==> config.mk <==
export PLATFORM = sky130hd
export DESIGN_NAME = circuitshort_sweep
export DESIGN_NICKNAME = d
export VERILOG_FILES = /design/src/rtl/circuitshort_sweep.sv
export SDC_FILE = /design/constraint.sdc
export NUM_CORES = 1
export LEC_CHECK = 0
export ABC_CLOCK_PERIOD_IN_PS = 3000
export CAP_MARGIN = 30
export CORE_MARGIN = 1.5
export CORE_UTILIZATION = 33
export DETAILED_ROUTE_END_ITERATION = 7
export REMOVE_ABC_BUFFERS = 1
export SLEW_MARGIN = 20
export SYNTH_ARGS = -nofsm -noshare
export SYNTH_HDL_FRONTEND = slang
export SYNTH_SLANG_ARGS = --single-unit
==> constraint.sdc <==
create_clock -name clk -period 3 [get_ports clk]
set_clock_uncertainty 0.2 [all_clocks]
set_input_delay 0.6 -clock clk [delete_from_list [all_inputs] [get_ports clk]]
set_output_delay 0.6 -clock clk [all_outputs]
set_load 0.005 [all_outputs]
==> src/rtl/circuitshort_sweep.sv <==
// circuitshort_sweep
//   Exhaustive stimulus sequencer and response checker for the three-input
//   combinational block `circuitshort`. On `start` it drives {a,b,c} through
//   000..111 and holds each vector for SETTLE cycles. On the last cycle of
//   each vector it samples `f` and compares the captured truth table
//   against EXPECTED.
//
// Parameters
//   SETTLE    cycles each vector is held before `f` is sampled (1..15)
//   EXPECTED  expected truth table; bit i is f for {a,b,c} == i
//
// Ports
//   clk        in   rising-edge clock
//   rst_n      in   asynchronous active-low reset
//   start      in   begins a sweep when sampled high while idle
//   a, b, c    out  registered stimulus (a is the MSB of the vector index)
//   f          in   circuitshort output, combinational from a/b/c
//   busy       out  high while a sweep is in progress
//   done       out  one-cycle pulse when a sweep completes
//   result     out  captured f, bit i for vector i
//   mismatch   out  result ^ EXPECTED, filled in as each vector is sampled
//   err_count  out  number of set bits in mismatch (0..8)
//   pass       out  high after a completed sweep with no mismatches
module circuitshort_sweep #(
  parameter int         SETTLE   = 4,
  parameter logic [7:0] EXPECTED = 8'hE8
) (
  input  logic       clk,
  input  logic       rst_n,
  input  logic       start,
  output logic       a,
  output logic       b,
  output logic       c,
  input  logic       f,
  output logic       busy,
  output logic       done,
  output logic [7:0] result,
  output logic [7:0] mismatch,
  output logic [3:0] err_count,
  output logic       pass
);

  localparam logic IDLE = 1'b0;
  localparam logic RUN  = 1'b1;

  // Last settle count of a vector; the edge on which cnt equals this value
  // is the sample edge.
  localparam logic [3:0] LAST = 4'(SETTLE - 1);

  logic       state;
  logic [2:0] idx;
  logic [3:0] cnt;
  logic [2:0] vec;
  logic       miss;

  assign a = vec[2];
  assign b = vec[1];
  assign c = vec[0];

  // f is valid only on the sample edge; miss is ignored otherwise.
  assign miss = f ^ EXPECTED[idx];

  always_ff @(posedge clk or negedge rst_n) begin
    if (!rst_n) begin
      state     <= IDLE;
      idx       <= 3'd0;
      cnt       <= 4'd0;
      vec       <= 3'd0;
      busy      <= 1'b0;
      done      <= 1'b0;
      pass      <= 1'b0;
      result    <= 8'h00;
      mismatch  <= 8'h00;
      err_count <= 4'd0;
    end else begin
      done <= 1'b0;
      case (state)
        IDLE: begin
          if (start) begin
            state     <= RUN;
            busy      <= 1'b1;
            vec       <= 3'd0;
            idx       <= 3'd0;
            cnt       <= 4'd0;
            result    <= 8'h00;
            mismatch  <= 8'h00;
            err_count <= 4'd0;
            pass      <= 1'b0;
          end
        end
        RUN: begin
          if (cnt != LAST) begin
            cnt <= cnt + 4'd1;
          end else begin
            result[idx]   <= f;
            mismatch[idx] <= miss;
            // At most 8 increments per sweep, so the 4-bit count cannot wrap.
            if (miss) begin
              err_count <= err_count + 4'd1;
            end
            if (idx == 3'd7) begin
              // The vector stays at 111 once the sweep ends.
              state <= IDLE;
              busy  <= 1'b0;
              done  <= 1'b1;
              pass  <= (err_count == 4'd0) && !miss;
            end else begin
              idx <= idx + 3'd1;
              vec <= idx + 3'd1;
              cnt <= 4'd0;
            end
          end
        end
        default: state <= IDLE;
      endcase
    end
  end

endmodule

==> impl_metrics.toml <==
[worst_setup_path]
arrival_ps = 2340
r2r_start = "vec[1]"
worst-path-buf-inv = 1
reg2reg_depth = 6
timing.reg2reg.setup_slack_ps = 650
crit_required_ps = 2990
cp_top_family = "simple AND/OR/NAND/NOR gates"
path_cells = "inv_1 -> ha_1 -> and2_1 -> nor3_2 -> o22ai_1 -> o31ai_1"
cpMaxStageDelayCell = "dfrtp_1"
critPathCaptureType = "register"
worstSetupPathType = "register to register"
cp_max_fo = 10
start_kind = "register"
max_stage_delay_ps = 550
timing.rr.end = "mismatch[1]"

[placed_design]
port_buffers = 29
dp_slack_ps = 593
placed_cells = 267
place_hpwl_mm = 2.61
gp_congestion = 0.757

[global_routing]
grt_pass1_wl_mm = 6.31
grt_max_degree = 32
grt_overflow_total = 0
track_usage_pct = 15.3
grt_pass1_vias = 1256
antenna_found_initial = 0

[cells_and_area]
final_nets = 218
drive_above_1_share_pct = 8.65
stdcell_count = 275
n_antenna_cell = 0
areaGrowthSynthToFinish_pct = 26.9
fillers = 461

[synthesis]
syn-cell-area_um2 = 1670
post-synth-top-count-cell = "dfrtp_1"
synth_top_area_share_pct = 46.4
synth_cell_types = 42
yosysWarningCount = 0
syn_area_per_cell_um2 = 9.44
synthFlopType = "dfrtp_1"
synth_edf_count = 0
ys_top_cells_by_count = "dfrtp_1, nand2_1, inv_1"
synth-seq-area-share_pct = 46.4
synthCells = 177
async_flop_share_pct = 100
yosysTopAreaCell = "dfrtp_1"
ys_top_cells_by_area = "dfrtp_1, nand2_1, mux2i_1"
synth-seq-cells = 31

[timing]
hold_viol = 0
fin_crit_ps = 2350
fin_crit_sh_pct = 78.4
worst_slack_ps = 647
max_freq_mhz = 425
grt_setup_unrepaired = "false"
drv_slew = 0
tns_ps = 0
maxSlewHeadroom_pct = 59.2
setup_viol = 0
tightest_slew_ps = 604
fin_hold_ws_ps = 298

[job]
maxCapViolCount = 0

[clock_tree]
cts_max_level = 2
cts_resized = 0
numClockSinks = 31
clk_pin_slew_ps = 60
cts_tree = "yes"
post_cts_buffers = 0
clockBufferDepth = 2
cts_hold_buf = 0
clockRootBuffer = "clkbuf_8"
clock_latency_ps = 290
numCtsBuffers = 5

[floorplan]
start_util_pct = 34.9
core-area_um2 = 4790
die_x_um = 74.1
die_h_um = 74.1
die_area_um2 = 5500
io_pins = 30
rows = 25

[drt]
firstDrtPassIters = 4
vias_per_cell = 5.13
wl_mm = 3.79
drt_first_iter_violations = 117
drcViolationCount = 0
wire_per_inst_um = 13.8
ant_nets = 0
vias = 1411

[worst_hold_path]
min_from = "busy"
whs_path_depth = 2
min_to = "busy"
min_path_type = "register to register"

[power_and_ir_drop]
worst_ir_drop_vdd_v = 0.000341
total_power_uw = 1970
leakage_uw = 0.000907
p_per_area_nw_per_um2 = 929

[outcome]
status = "completed"
[state kept, by name, indices dropped and copies added (netlist names)]
signal	count
vec	3
busy	1
err_count	4
result	8
state	1
pass	1
cnt	4
mismatch	8
done	1
[layout make-up]
| cell class | count | area, um^2 | share of cell area [%] |
|---|---|---|---|
| multi-input combinational | 128 | 821 | 38.7 |
| sequential | 31 | 776 | 36.6 |
| timing repair buffer | 30 | 298 | 14.0 |
| clock buffer | 8 | 100 | 4.72 |
| tap | 67 | 83.8 | 3.96 |
| inverter | 11 | 41.3 | 1.95 |
[kinds of logic after synthesis]
| logic type | after synthesis | synth area share (%) |
|---|---|---|
| XOR/XNOR | 2 | 1.05 |
| multiplexers | 11 | 6.67 |
| adder cells (fa/ha/maj) | 7 | 5.24 |
| flip-flops | 31 | 46.4 |
| AND/OR/NAND/NOR | 70 | 21.3 |
| AO/OA/AOI/OAI | 38 | 14.9 |
| buffers and inverters | 18 | 4.42 |
[per-stage QoR]
step,area (um^2),utilization [%]
finish,2120,44.3
global route,2120,44.3
CTS,2120,44.3
detailed placement,2020,42.2
global placement,2020,42.2
floorplan,1640,-
[worst max path at each step]
stage                  end  cells past startpoint  startpoint  slack (ps)
2_1_floorplan       vec[2]                      5      vec[1]         990
3_3_place_gp   mismatch[7]                      4           f         650
3_5_place_dp        vec[0]                      5       start         590
4_1_cts                  a                      1      vec[2]         660
5_1_grt        mismatch[1]                      6      vec[1]         530
6_report       mismatch[1]                      6      vec[1]         650
[cell usage in the layout (no fill, tap or decap), drive strengths merged, types with 4 or more instances in the layout]
cell type      count
clkdlybuf4s50     29
clkbuf             8
dfrtp             31
a21oi              7
nor2              11
o211ai             6
o21ai             10
inv               11
and2               4
nand3              6
o22ai              4
ha                 7
nand2             30
mux2i             10
[report_power, final]
| group | internal [uW] | total (uW) | switching, uW |
|---|---|---|---|
| combinational | 450 | 870 | 420 |
| sequential | 561 | 733 | 172 |
| clock | 209 | 366 | 157 |
[layer usage]
metal	wire length [um]	vias up	global-route usage (%)
met4	60	0	6.58
li1	-	688	-
met5	0	-	0
met3	221	7	3.93
met1	1960	675	22.9
met2	1550	41	20.4
[worst register-to-register path: stages, from the launching register on]
cell and delay (ps):
dfrtp_1 550, inv_1 180, ha_1 230, and2_1 170, nor3_2 400, o22ai_1 250, o31ai_1 280
Note: power is estimated with default switching activity, not from simulation.
